<file path="src/rtl/v6_peak_detector.sv">
// Peak detector for shaped filter samples: threshold/hysteresis pulse capture,
// running maximum with timestamp, runt rejection, pile-up flag and dead time.
//
// state | meaning
// IDLE  | waiting for x > THRESHOLD
// ARMED | pulse in progress, tracking maximum and width
// DEAD  | record emitted, holding off re-arm until timer expires and x <= THRESHOLD
module v6_peak_detector #(
    parameter int SIZE_FILTER_DATA = 15,
    parameter int THRESHOLD        = 100,
    parameter int HYST             = 10,
    parameter int MIN_WIDTH        = 3,
    parameter int MAX_WIDTH        = 64,
    parameter int DEADTIME         = 8,
    parameter int TS_WIDTH         = 32
) (
    input  logic                          clk,
    input  logic                          reset,
    input  logic signed [SIZE_FILTER_DATA:0] filter_data,
    output logic signed [SIZE_FILTER_DATA:0] peak_amplitude,
    output logic [TS_WIDTH-1:0]           peak_time,
    output logic                          peak_valid,
    output logic                          pile_up,
    output logic                          busy,
    output logic [15:0]                   event_count,
    output logic [15:0]                   runt_count
);
    localparam int DW = SIZE_FILTER_DATA + 1;
    localparam int WW = $clog2(MAX_WIDTH + 1);
    localparam int CW = (DEADTIME > 0) ? $clog2(DEADTIME + 1) : 1;

    // One extra bit so THRESHOLD-HYST cannot wrap at the sample width.
    localparam logic signed [DW:0] THR_EXT   = (DW + 1)'(THRESHOLD);
    localparam logic signed [DW:0] LOW_EXT   = (DW + 1)'(THRESHOLD - HYST);
    localparam logic [WW-1:0]      MIN_W     = WW'(MIN_WIDTH);
    localparam logic [WW-1:0]      MAX_W     = WW'(MAX_WIDTH);
    localparam logic [CW-1:0]      DEAD_LOAD = CW'(DEADTIME);

    typedef enum logic [1:0] {IDLE, ARMED, DEAD} state_t;

    state_t                state, state_next;
    logic [TS_WIDTH-1:0]   ts, tag, max_tag, max_tag_next;
    logic signed [DW-1:0]  x, max_val, max_next;
    logic signed [DW:0]    x_ext;
    logic [WW-1:0]         width, width_next;
    logic [CW-1:0]         dead_cnt, dead_next;
    logic                  above, below, emit, emit_pile, runt;

    assign x_ext = {x[DW-1], x};
    assign above = (x_ext > THR_EXT);
    assign below = (x_ext < LOW_EXT);

    always_ff @(posedge clk or posedge reset) begin
        if (reset) state <= IDLE;
        else       state <= state_next;
    end

    always_comb begin
        state_next   = state;
        max_next     = max_val;
        max_tag_next = max_tag;
        width_next   = width;
        dead_next    = dead_cnt;
        emit         = 1'b0;
        emit_pile    = 1'b0;
        runt         = 1'b0;
        case (state)
            IDLE: begin
                if (above) begin
                    state_next   = ARMED;
                    max_next     = x;
                    max_tag_next = tag;
                    width_next   = WW'(1);
                end
            end
            ARMED: begin
                // Strict compare: equal samples keep the earliest tag.
                if (x > max_val) begin
                    max_next     = x;
                    max_tag_next = tag;
                end
                if (below) begin
                    if (width >= MIN_W) begin
                        emit       = 1'b1;
                        state_next = DEAD;
                        dead_next  = DEAD_LOAD;
                    end else begin
                        runt       = 1'b1;
                        state_next = IDLE;
                    end
                end else begin
                    width_next = width + WW'(1);
                    if (width_next == MAX_W) begin
                        emit       = 1'b1;
                        emit_pile  = 1'b1;
                        state_next = DEAD;
                        dead_next  = DEAD_LOAD;
                    end
                end
            end
            DEAD: begin
                if (dead_cnt != '0)  dead_next  = dead_cnt - CW'(1);
                else if (!above)     state_next = IDLE;
            end
            default: state_next = IDLE;
        endcase
    end

    always_ff @(posedge clk or posedge reset) begin
        if (reset) begin
            ts             <= '0;
            x              <= '0;
            tag            <= '0;
            max_val        <= '0;
            max_tag        <= '0;
            width          <= '0;
            dead_cnt       <= '0;
            busy           <= 1'b0;
            peak_valid     <= 1'b0;
            peak_amplitude <= '0;
            peak_time      <= '0;
            pile_up        <= 1'b0;
            event_count    <= '0;
            runt_count     <= '0;
        end else begin
            ts         <= ts + TS_WIDTH'(1);
            x          <= filter_data;
            tag        <= ts;
            max_val    <= max_next;
            max_tag    <= max_tag_next;
            width      <= width_next;
            dead_cnt   <= dead_next;
            busy       <= (state_next != IDLE);
            peak_valid <= emit;
            if (emit) begin
                peak_amplitude <= max_next;
                peak_time      <= max_tag_next;
                pile_up        <= emit_pile;
                if (event_count != 16'hFFFF) event_count <= event_count + 16'd1;
            end
            if (runt && runt_count != 16'hFFFF) runt_count <= runt_count + 16'd1;
        end
    end
endmodule

</file>
<file path="config.mk">
export PLATFORM = sky130hd
export DESIGN_NAME = v6_peak_detector
export DESIGN_NICKNAME = d
export VERILOG_FILES = /design/src/rtl/v6_peak_detector.sv
export SDC_FILE = /design/constraint.sdc
export NUM_CORES = 1
export LEC_CHECK = 0
export CORE_ASPECT_RATIO = 1.25
export CORE_MARGIN = 2
export CORE_UTILIZATION = 50
export DETAILED_ROUTE_END_ITERATION = 10
export PLACE_DENSITY = 0.82
export SLEW_MARGIN = 20
export SYNTH_ARGS = -nofsm -noshare
export SYNTH_HDL_FRONTEND = slang
export SYNTH_SLANG_ARGS = --single-unit
export TNS_END_PERCENT = 10
</file>
<file path="constraint.sdc">
create_clock -name clk -period 7.53 [get_ports clk]
set_input_delay 0.753 -clock clk [delete_from_list [all_inputs] [get_ports clk]]
set_output_delay 0.753 -clock clk [all_outputs]
set_load 0.01 [all_outputs]
</file>
==> results of run 1 <==
## state kept, by name, summed over array words and instances, names as in the netlist, 16 cells and up
register / flops
tag: 32
event_count: 16
max_tag: 32
peak_time: 32
ts: 32
peak_amplitude: 16
max_val: 16
x: 16
runt_count: 16
## stage by stage
stage | std cells | instance area (sq um) | util [%] | hold slack [ps] | power, mW
floorplan | 673 | 9480 | - | 373 | 2.24
global placement | 992 | 10600 | 56.8 | 386 | 2.49
detailed placement | 992 | 10600 | 56.8 | 394 | 2.52
CTS | 1033 | 11400 | 61.2 | 412 | 3.76
global route | 1033 | 11400 | 61.2 | 422 | 3.90
finish | 1033 | 11400 | 61.2 | 415 | 3.72
## final cells by class
cell class	instances	area, sq um
flip-flops and latches	224	5610
well taps	232	290
clock inverters	15	220
inverters	24	103
repair buffers	103	1020
multi-input cells	409	3610
fillers	1404	7260
clock buffers	26	597
## routing by layer
| metal | share of wire, % | up-vias | global-route usage (%) |
|---|---|---|---|
| met2 | 51 | 117 | 30.3 |
| met5 | 0 | - | 0 |
| met3 | 4.8 | 29 | 3.55 |
| met1 | 43 | 2785 | 22.5 |
| li1 | - | 2574 | - |
| met4 | 1.6 | 0 | 4.87 |
## worst min path at each step
stage / start / to / slack [ps] / cells past startpoint
final: ts[31]$_DFF_PP0_ / tag[31]$_DFF_PP0_ / 410 / 0
after CTS: ts[31]$_DFF_PP0_ / tag[31]$_DFF_PP0_ / 410 / 0
after detailed placement: ts[31]$_DFF_PP0_ / tag[31]$_DFF_PP0_ / 390 / 0
after floorplan: ts[31]$_DFF_PP0_ / tag[31]$_DFF_PP0_ / 370 / 0
after global placement: ts[31]$_DFF_PP0_ / tag[31]$_DFF_PP0_ / 390 / 0
after global routing: ts[31]$_DFF_PP0_ / tag[31]$_DFF_PP0_ / 420 / 0
## layout by cell type (no fill, tap or decap), drive strengths merged, types with 20 or more instances in the layout
cell type      Yosys  layout
dfrtp            224     224
clkdlybuf4s50      0     100
mux2              94      94
xnor2             50      50
nand2             45      45
nand3             34      34
clkbuf             5      26
inv               23      25
nor2              23      23
ha                21      21
o21ai             20      20
## where the power goes
| part | switching (mW) | internal, mW |
|---|---|---|
| clock | 0.473 | 0.746 |
| sequential | 0.137 | 1.37 |
| combinational | 0.462 | 0.531 |
| total | 1.07 | 2.65 |
## logic make-up after synthesis
kind of cell	count (synthesis)	share of synthesized area, %
muxes	97	15.1
and+or+nand+nor	172	10.1
AOI/OAI and AO/OA	58	4.49
adders and majority gates	21	2.77
buffers and inverters	40	2.84
DFF	224	59.1
xor gates and xnor gates	61	5.64
==> out/qor.csv, run 1 <==
metric;value;unit
outcome;finished, final reports clean;
slowest_stage;buf_4;
setup_violations;0;
antenna_left;0;
crit_path_end;peak_amplitude[1]$_DFFE_PP0P_;
crit_family;compound AO/OA/AOI/OAI gates;
grt_pass1_vias;5581;
route.detailed.drc;0;
grtUsageTotal;17.5;%
cp_num_buf_inv;1;
syn_nets;712;
start_util;50.7;%
cts_max_level;1;
leakage;5.28;nW
wirelength;17400;um
grt_max_degree;97;
synthDistinctLibCells;69;
synth_common_cells;dfrtp_1, mux2_4, xnor2_1;
num_vias;5505;
synth_top_area_share;59.1;%
drive_gt1_share;19.4;%
cp-end-kind;flip-flop;
holdCritPathClass;flip-flop to flip-flop;
critPathRequiredTime;7920;ps
drtPass1Iterations;4;
num_antenna_cells;0;
cts.sinks;224;
die_y;158;um
ioPinCount;101;
gp_congestion;0.831;
wl_per_cell;16.9;um
max_stage_delay;720;ps
synth_edf_count;0;
drv_slew;0;
worstMarginPinSlew;940;ps
cts_resized;0;
antenna_found_initial;0;
postCtsSetupRepairBufs;0;
synthCells;673;
cts-root-buf;clkbuf_16;
slew_headroom;36.6;%
clk_path_buf_depth;3;
rows;56;
seq_area_frac_synth;59.1;%
yosysTopAreaCell;dfrtp_1;
fmax;0.297;GHz
skew;11.4;ps
drtIter0Drc;261;
ys_ff_latch;224;
fin_crit;3370;ps
rr_endpoint;peak_amplitude[1]$_DFFE_PP0P_;
rsz0062_at_grt;no;
ys_top_cells_by_area;dfrtp_1, mux2_4, xnor2_1, ha_1, nand2_1;
startpoint;x[15]$_DFF_PP0_;
die_w;127;um
r2r_slack;4160;ps
r2r_start;x[15]$_DFF_PP0_;
yosys_warnings;0;
overflow;0;
vias_per_cell;5.33;
crit_fanout;45;
maxCapViolations;0;
clk_pin_slew;60;ps
reg2regPathDepth;9;
cts_tree;built;
p_per_area;325;nW/um^2
cts_buffers;23;
die_area;20100;sq um
nNetsFinal;824;
post_synth.cell_area_avg;14.1;sq um
peakVddDrop;234;uV
insertion_delay;510;ps
dp_slack;4180;ps
synth_most_common_cell;dfrtp_1;
syn2layout_area_growth;20.7;%
hold_viol_final;0;
postCtsHoldBufs;0;
coreArea;18700;sq um
arrival;3760;ps
start_kind;flip-flop;
syn-cell-area;9480;sq um
tns;0;ps
criticalPathCategory;flip-flop to flip-flop;
dp.final_hpwl;11500;um
timing.final.ws_setup;4160;ps
placement.io_buffers;100;
async_reset_ff_share;100;%
grt_first_pass_wirelength;28500;um
crit_top_cell;mux2_4;
period_share;44.8;%
crit_chain;ha_1 -> nand4_2 -> nor4_2 -> a21boi_2 -> o41a_4 -> o211ai_4 -> buf_4 -> mux2_4 -> mux2_4;
ys.flop_type;dfrtp_1;
cp.depth;9;
No activity file was read; power rests on OpenSTA's default activity.
==> run 2: changes to the inputs <==
Settings changed: PLACE_DENSITY 0.82 to 0.85.
Clock period 7.53 ns to 2.8 ns, I/O delays scaled along.
==> out/qor.csv, run 2 (synthesized netlist as in run 1, its figures left out) <==
metric;value;unit;change
clk_pin_slew;60;ps;about the same
drive_gt1_share;25.2;%;+5.9 points
overflow;0;;unchanged
violations;setup timing;;
num_antenna_cells;0;;unchanged
max_stage_delay;490;ps;-230 ps
num_vias;5769;;+4.8%
outcome;finished, violations left;;
insertion_delay;520;ps;about the same
arrival;3300;ps;-460 ps
fmax;0.344;GHz;+16%
route.detailed.drc;0;;unchanged
holdCritPathClass;primary input to asynchronous set/reset pin;;
slew_headroom;66.8;%;+30 points
startpoint;max_val[8]$_DFF_PP0_;;
grt_pass1_vias;6051;;+8.4%
antenna_found_initial;0;;unchanged
die_y;158;um;unchanged
grtUsageTotal;18.9;%;+1.4 points
skew;16.2;ps;+4.79 ps
cts-root-buf;clkbuf_16;;
fin_crit;2910;ps;-465 ps
slowest_stage;o41a_4;;
leakage;5.55;nW;+5.1%
period_share;104;%;+59 points
critPathRequiredTime;3190;ps;-4730 ps
cts_buffers;23;;unchanged
hold_viol_final;0;;unchanged
reg2regPathDepth;11;;+2
final_common_cell;dfrtp_1;;
syn2layout_area_growth;26.8;%;
dp.final_hpwl;12300;um;+6.8%
setup_violations;45;;+45
cp-end-kind;flip-flop;;
cp_num_buf_inv;3;;+2
cts_tree;built;;
ioPinCount;101;;unchanged
vias_per_cell;5.36;;+0.51%
peakVddDrop;541;uV;+130%
r2r_start;max_val[8]$_DFF_PP0_;;
rsz0062_at_grt;yes;;
drv_slew;0;;unchanged
rows;56;;unchanged
criticalPathCategory;flip-flop to flip-flop;;
nNetsFinal;867;;+5.2%
crit_fanout;8;;-82%
whs;111;ps;-304 ps
cts.sinks;224;;unchanged
timing.final.ws_setup;-108;ps;-4270 ps
maxCapViolations;0;;unchanged
cts_max_level;1;;unchanged
total_power;10.4;mW;+180%
die_area;20100;sq um;unchanged
worstMarginPinSlew;494;ps;-446 ps
antenna_left;0;;unchanged
coreArea;18700;sq um;unchanged
start_util;50.7;%;unchanged
crit_chain;inv_1 -> ha_1 -> nand4_1 -> nor2_1 -> o21a_1 -> o41a_4 -> o211ai_4 -> buf_6 -> buf_12 -> mux2_4 -> mux2_4;;
wirelength;19100;um;+9.9%
grt_first_pass_wirelength;30700;um;+7.9%
layout_common_cells;dfrtp_1, clkdlybuf4s50_1, mux2_4;;
drtPass1Iterations;4;;unchanged
crit_family;compound AO/OA/AOI/OAI gates;;
gp_congestion;0.800;;-3.7%
postCtsHoldBufs;0;;unchanged
placement.io_buffers;100;;unchanged
die_w;127;um;unchanged
utilization;64.3;%;+3.1 points
grt_max_degree;81;;-16%
wl_per_cell;17.8;um;+5.5%
start_kind;flip-flop;;
cp.depth;11;;+2
p_per_area;868;nW/um^2;+170%
clk_path_buf_depth;3;;unchanged
drtIter0Drc;268;;+2.7%
crit_top_cell;mux2_4;;
run 2: layer usage:
| layer | GRT usage (%) | share of wire, % |
|---|---|---|
| met1 | 23.7 | 42 |
| met2 | 33.5 | 51 |
| met3 | 3.85 | 4.6 |
| met4 | 5.44 | 2.1 |
| met5 | 0 | 0 |
run 2: worst paths after layout:
path | slack (ps) | to
worst max-delay path | -110 | peak_time[24]$_DFFE_PP0P_
worst min-delay path | 110 | peak_valid$_DFF_PP0_
worst max register to register | -110 | peak_time[24]$_DFFE_PP0P_
worst min register to register | 410 | tag[31]$_DFF_PP0_
max in group asynchronous | 1960 | peak_amplitude[10]$_DFFE_PP0P_
min in group clk | 200 | x[8]$_DFF_PP0_
run 2: area by class of cell:
cell class,count,area (sq um)
clock buffer,31,646
clock inverter,11,129
fill,1344,6690
inverter,24,98.8
multi-input combinational,409,3750
sequential,224,5610
tap,232,290
timing repair buffer,146,1500
run 2: metrics by stage:
stage | setup TNS [ps] | setup slack [ps] | area [sq um] | cells
detailed placement | -2890 | -95.9 | 11000 | 1026
finish | -3670 | -108 | 12000 | 1077
global route | -7000 | -180 | 12000 | 1077
CTS | -1610 | -65.3 | 11800 | 1071
global placement | -363 | -15.4 | 11000 | 1026
floorplan | -95350 | -404 | 9480 | 673
run 2: worst reg2reg max path, delay by kind of cell (launching register included):
| family | cells | cell delay (ps) |
|---|---|---|
| fa+ha+maj | 1 | 270 |
| mux | 2 | 590 |
| flops | 1 | 360 |
| simple gates | 2 | 270 |
| buf+inv | 3 | 390 |
| compound gates | 3 | 920 |
run 2: timing repair:
item,CTS,global route
pin swaps,2,9
setup endpoints to repair,45,51
gates resized for setup,3,21
cloned,1,2
buffers inserted,2,4
run 2: report_power, final:
part / switching [mW] / leakage [nW] / total, mW / internal, mW
clock network: 1.29 / 0.379 / 3.11 / 1.82
logic: 1.48 / 2.23 / 3.29 / 1.81
registers: 0.354 / 2.94 / 4.03 / 3.68
total: 3.12 / 5.55 / 10.4 / 7.31
